--- src/rtl/ps2_host_tx.sv ---
// ps2_host_tx: host-to-device PS/2 command transmitter.
// Sends one byte to the keyboard using inhibit, request-to-send, 8 data bits
// (LSB first), odd parity, a released stop bit and an ACK check, with a timeout.
// The ps2 lines are only ever pulled low through the *_oe outputs.
// Optional feature macro: PS2_HOST_TX_RETRY_EN.
// When it is defined, a NACK or timeout restarts the frame from inhibit, up to
// two times, before tx_error is reported.

module ps2_host_tx #(
    parameter int unsigned INHIBIT_CYCLES = 5000,
    parameter int unsigned TIMEOUT_CYCLES = 750000,
    parameter int unsigned SYNC_STAGES    = 2
) (
    input  logic       clock,
    input  logic       reset,
    input  logic [7:0] tx_data,
    input  logic       tx_start,
    output logic       tx_busy,
    output logic       tx_done,
    output logic       tx_error,
    input  logic       ps2_clk_in,
    input  logic       ps2_data_in,
    output logic       ps2_clk_oe,
    output logic       ps2_data_oe
);

    localparam int unsigned CW = $clog2(INHIBIT_CYCLES + 1);
    localparam int unsigned TW = $clog2(TIMEOUT_CYCLES + 1);

    localparam logic [CW-1:0] INH_LAST  = CW'(INHIBIT_CYCLES - 1);
    localparam logic [TW-1:0] TMO_LIMIT = TW'(TIMEOUT_CYCLES);

    typedef enum logic [2:0] {
        S_IDLE,
        S_INHIBIT,
        S_RTS,
        S_ACK,
        S_WAIT_IDLE,
        S_FAIL
    } state_t;

    // Synchroniser chains and edge detector for the device-driven lines.
    logic [SYNC_STAGES-1:0] clk_sync;
    logic [SYNC_STAGES-1:0] data_sync;
    logic                   clk_prev;
    logic                   clk_s;
    logic                   data_s;
    logic                   fall;

    // Frame state.
    state_t        state,   state_n;
    logic [CW-1:0] cnt,     cnt_n;
    logic [TW-1:0] tmo,     tmo_n;
    logic [3:0]    n,       n_n;
    logic [7:0]    sh,      sh_n;
    logic          par,     par_n;
    logic          clk_oe_n;
    logic          data_oe_n;
    logic          done_n;
    logic          error_n;
    logic          failed;
    logic          timed_out;

`ifdef PS2_HOST_TX_RETRY_EN
    logic [1:0]    retry,   retry_n;
`endif

    assign clk_s     = clk_sync[SYNC_STAGES-1];
    assign data_s    = data_sync[SYNC_STAGES-1];
    assign fall      = clk_prev & ~clk_s;
    assign timed_out = (tmo == TMO_LIMIT);
    assign tx_busy   = (state != S_IDLE);

    // Bring the raw ps2 lines into the system clock domain; idle level is high.
    always_ff @(posedge clock) begin
        if (reset) begin
            clk_sync  <= '1;
            data_sync <= '1;
            clk_prev  <= 1'b1;
        end else begin
            clk_sync[0]  <= ps2_clk_in;
            data_sync[0] <= ps2_data_in;
            for (int i = 1; i < int'(SYNC_STAGES); i++) begin
                clk_sync[i]  <= clk_sync[i-1];
                data_sync[i] <= data_sync[i-1];
            end
            clk_prev <= clk_s;
        end
    end

    // Next-state logic: sequences the frame and decides the next line drive.
    always_comb begin
        state_n   = state;
        cnt_n     = cnt;
        tmo_n     = tmo;
        n_n       = n;
        sh_n      = sh;
        par_n     = par;
        data_oe_n = 1'b0;
        done_n    = 1'b0;
        failed    = 1'b0;
`ifdef PS2_HOST_TX_RETRY_EN
        retry_n   = retry;
`endif

        unique case (state)
            S_IDLE: begin
                if (tx_start) begin
                    sh_n    = tx_data;
                    par_n   = ~^tx_data;
                    cnt_n   = '0;
                    tmo_n   = '0;
                    n_n     = '0;
                    state_n = S_INHIBIT;
                end
            end

            S_INHIBIT: begin
                if (cnt == INH_LAST) begin
                    state_n   = S_RTS;
                    tmo_n     = TW'(1);
                    n_n       = '0;
                    data_oe_n = 1'b1;
                end else begin
                    cnt_n = cnt + CW'(1);
                end
            end

            S_RTS: begin
                data_oe_n = ps2_data_oe;
                tmo_n     = tmo + TW'(1);
                if (timed_out) begin
                    tmo_n  = tmo;
                    failed = 1'b1;
                end else if (fall) begin
                    n_n = n + 4'd1;
                    if (n < 4'd8) begin
                        data_oe_n = ~sh[n[2:0]];
                    end else if (n == 4'd8) begin
                        data_oe_n = ~par;
                    end else begin
                        data_oe_n = 1'b0;
                        state_n   = S_ACK;
                    end
                end
            end

            S_ACK: begin
                tmo_n = tmo + TW'(1);
                if (timed_out) begin
                    tmo_n  = tmo;
                    failed = 1'b1;
                end else if (fall) begin
                    if (!data_s) begin
                        state_n = S_WAIT_IDLE;
                    end else begin
                        failed = 1'b1;
                    end
                end
            end

            S_WAIT_IDLE: begin
                tmo_n = tmo + TW'(1);
                if (timed_out) begin
                    tmo_n  = tmo;
                    failed = 1'b1;
                end else if (clk_s && data_s) begin
                    done_n  = 1'b1;
                    state_n = S_IDLE;
                end
            end

            S_FAIL: begin
                state_n = S_IDLE;
            end

            default: begin
                state_n = S_IDLE;
            end
        endcase

`ifdef PS2_HOST_TX_RETRY_EN
        if (failed) begin
            if (retry < 2'd2) begin
                retry_n = retry + 2'd1;
                cnt_n   = '0;
                state_n = S_INHIBIT;
            end else begin
                state_n = S_FAIL;
            end
        end
        if (state_n == S_IDLE || state_n == S_FAIL) begin
            retry_n = '0;
        end
`else
        if (failed) begin
            state_n = S_FAIL;
        end
`endif

        if (state_n == S_INHIBIT) begin
            data_oe_n = (cnt_n == INH_LAST);
        end else if (state_n != S_RTS) begin
            data_oe_n = 1'b0;
        end

        clk_oe_n = (state_n == S_INHIBIT);
        error_n  = (state_n == S_FAIL);
    end

    // State register; outputs are registered so they line up with the state.
    always_ff @(posedge clock) begin
        if (reset) begin
            state       <= S_IDLE;
            cnt         <= '0;
            tmo         <= '0;
            n           <= '0;
            sh          <= '0;
            par         <= 1'b0;
            ps2_clk_oe  <= 1'b0;
            ps2_data_oe <= 1'b0;
            tx_done     <= 1'b0;
            tx_error    <= 1'b0;
        end else begin
            state       <= state_n;
            cnt         <= cnt_n;
            tmo         <= tmo_n;
            n           <= n_n;
            sh          <= sh_n;
            par         <= par_n;
            ps2_clk_oe  <= clk_oe_n;
            ps2_data_oe <= data_oe_n;
            tx_done     <= done_n;
            tx_error    <= error_n;
        end
    end

`ifdef PS2_HOST_TX_RETRY_EN
    // Attempt counter; cleared whenever a transfer finishes either way.
    always_ff @(posedge clock) begin
        if (reset) begin
            retry <= '0;
        end else begin
            retry <= retry_n;
        end
    end
`endif

endmodule

--- config.mk ---
export PLATFORM = sky130hd
export DESIGN_NAME = ps2_host_tx
export DESIGN_NICKNAME = d
export VERILOG_FILES = /design/src/rtl/ps2_host_tx.sv
export SDC_FILE = /design/constraint.sdc
export NUM_CORES = 1
export LEC_CHECK = 0
export BUFFER_PORTS_ARGS = -buffer_cell sky130_fd_sc_hd__buf_2
export CAP_MARGIN = 20
export CORE_MARGIN = 2
export CORE_UTILIZATION = 44
export CTS_CLUSTER_DIAMETER = 120
export DETAILED_ROUTE_END_ITERATION = 8
export GPL_TIMING_DRIVEN = 0
export PLACE_DENSITY = 0.67
export SETUP_SLACK_MARGIN = 0.5
export SLEW_MARGIN = 20
export SYNTH_ARGS = -nofsm -noshare
export SYNTH_HDL_FRONTEND = slang
export SYNTH_SLANG_ARGS = --single-unit
--- constraint.sdc ---
create_clock -name clock -period 3.6 [get_ports clock]
set_input_delay 0.36 -clock clock [delete_from_list [all_inputs] [get_ports clock]]
set_output_delay 0.36 -clock clock [all_outputs]
set_load 0.02 [all_outputs]
==> run metrics <==
fin crit period=2680 ps; clock slew seen by the registers of the worst setup and hold paths=70 ps; RSZ-0062 raised after global routing=false; number of global-route vias before repair=2480; H-tree depth=3; post-synth top area cell=dfxtp_1; detailed router's first-iteration violation count=164; Async SR Flop Fraction=0%; Power per Cell Area=394 nW/µm²; status=completed; share of cells above drive strength 1=14.8%; flops & latches, synth=58; Mapped Nets=385; Yosys top cell area share=38.1%; Worst Hold Launch=ps2_data_in; Initial Util=45.1%; Critical Setup Path Class=flip-flop to flip-flop; DP HPWL=5110 µm; VDD IR-drop max=0.239 mV; Die Y=87.3 µm; sequential-to-total area share from yosys stat=38.1%; Slew headroom=54.1%; drt pass-1 iters=4; Critical Path AT=2950 ps; Root Driver=clkbuf_8; synth unique cells=66; FP Rows=30; dpl ws=1020 ps; worst min path class=primary input to flip-flop; initial antenna violation count=0; largest net degree at the start of global routing=12; crit share post-route=74.5%; Slew @ Worst Pin=684 ps; Hold Buf Count CTS=0; CP Launch Type=flip-flop; sum of negative setup slack=0 ps; Setup crit start=cnt[0]; Worst-Skew Late Latency=350 ps; vias per cell=5.74; Final Instance Area=3410 µm²; global route overflow=0; TritonCTS clock tree=done; Leak=0.00116 µW; post-synthesis instance area=3050 µm²; number of flops mapped to enable cells by yosys=0; post-CTS sizing=0; drt drc=0; worst setup margin=919 ps; FMAX=373 MHz; setup violators final=0; max-cap violations=0; Crit. End Element=flip-flop; die area=7620 µm²; WP data required=3870 ps; global-route wire length before repair=11900 µm; final layout net count=413; RR Startpoint=cnt[0]; synth top area cells=dfxtp_1, nor2_1, a21oi_1; Fin Clk Skew=7.44 ps; worst-path fanout max=9; Longest Clk Path Bufs=2; PortBufs=17; drt wl/cell=15.2 µm; vias post-DR=2757; CTS sink cnt=58; core area=6760 µm²; Slew Viols, Final=0; Area Overhead vs Synth=11.9%; Mapped Cells=367; gpl congestion=0.896; Ports=18; top_reg_cell synth=dfxtp_1; DIE WIDTH=87.3 µm; dpl cell area=3240 µm²; Detail Route Antenna Nets=0; total CTS buffers=9; WL final=7290 µm; post-CTS setup buffers=0; Mapped Avg Cell Area=8.31 µm²; Yosys Warn Count=0; Final Hold Viols=0; gr usage total=20.0%; n_diodes=0
sequential cells by signal (all words and copies together), names as in the netlist:
| signal | cells |
|---|---|
| data_sync | 2 |
| par | 1 |
| sh | 8 |
| cnt | 13 |
| clk_prev | 1 |
| n | 4 |
| clk_sync | 2 |
| tx_done | 1 |
| tmo | 20 |
| state | 3 |
| ps2_data_oe | 1 |
| ps2_clk_oe | 1 |
| tx_error | 1 |
synthesized netlist by cell type (4+ instances only):
library cell,n
a21oi_1,27
buf_2,8
clkbuf_1,10
dfxtp_1,58
ha_1,5
inv_1,9
nand2_1,35
nand3_1,13
nand4_1,10
nor2_1,40
nor2b_1,7
nor3_1,10
nor4_1,4
o21ai_0,13
o31a_1,4
or2_2,6
or3_1,10
or4_1,5
xnor2_1,12
xor2_1,10
power breakdown:
group | total [µW] | internal [µW] | switching (µW)
logic | 130 | 46.8 | 83.0
registers | 665 | 656 | 9.08
clock network | 550 | 267 | 283
total | 1340 | 970 | 375
layout by cell type (no fill, tap or decap), types with 3 or more instances in the layout:
cell,n
a211oi_1,3
a21oi_1,27
a22oi_1,3
a31oi_1,3
and3_1,3
buf_2,25
clkbuf_1,10
clkbuf_8,10
clkinvlp_4,3
dfxtp_1,58
ha_1,5
inv_1,9
nand2_1,35
nand2b_1,3
nand3_1,13
nand4_1,10
nand4b_1,3
nor2_1,40
nor2b_1,7
nor3_1,10
nor4_1,4
nor4b_1,3
o211ai_1,3
o21ai_0,13
o21ai_1,3
o31a_1,4
or2_2,6
or3_1,10
or4_1,5
xnor2_1,12
xor2_1,10
worst paths after layout:
kind,cells after the start,end,slack (ps)
worst max-delay path,8,ps2_data_oe,920
worst min-delay path,2,data_sync[0],190
worst max register to register,8,ps2_data_oe,920
worst min register to register,1,clk_sync[1],410
per-stage QoR:
step | instances | power, µW | utilization, % | hold WS, ps
2_1_floorplan | 367 | 766 | - | 389
3_3_place_gp | 464 | 805 | 47.9 | 392
3_5_place_dp | 464 | 808 | 47.9 | 397
4_1_cts | 480 | 1360 | 50.5 | 176
5_1_grt | 480 | 1400 | 50.5 | 180
6_report | 480 | 1340 | 50.5 | 189
per-layer routing:
layer  wire length, µm  up-vias  track usage [%]
met5                 0        -                0
met4               138        0             9.09
met3               300       12             4.83
met2              3370       49             31.1
met1              3470     1302             26.4
li1                  -     1394                -
layout make-up:
| cell class | count | area [µm²] |
|---|---|---|
| clock buffers | 10 | 138 |
| inverters | 9 | 33.8 |
| flip-flops and latches | 58 | 1160 |
| well taps | 80 | 100 |
| clock inverters | 6 | 41.3 |
| repair buffers | 17 | 85.1 |
| plain buffers | 19 | 85.1 |
| multi-input cells | 281 | 1770 |
| fillers | 645 | 3340 |
cell families after synthesis:
group	share of synthesized area [%]
and+or+nand+nor	30.1
AOI/OAI and AO/OA	17.7
DFF	38.1
buffers and inverters	3.90
xor gates and xnor gates	6.32
adders and majority gates	2.05
muxes	1.85
worst max-delay path, cell delays in order, from the launching register on:
cell,delay [ps]
dfxtp_1,470
ha_1,250
and4_1,230
nand3_1,200
a21oi_2,480
a31oi_1,170
nor4b_2,370
nand4b_1,200
a211oi_2,250
Power figures use the tool's default switching activity.
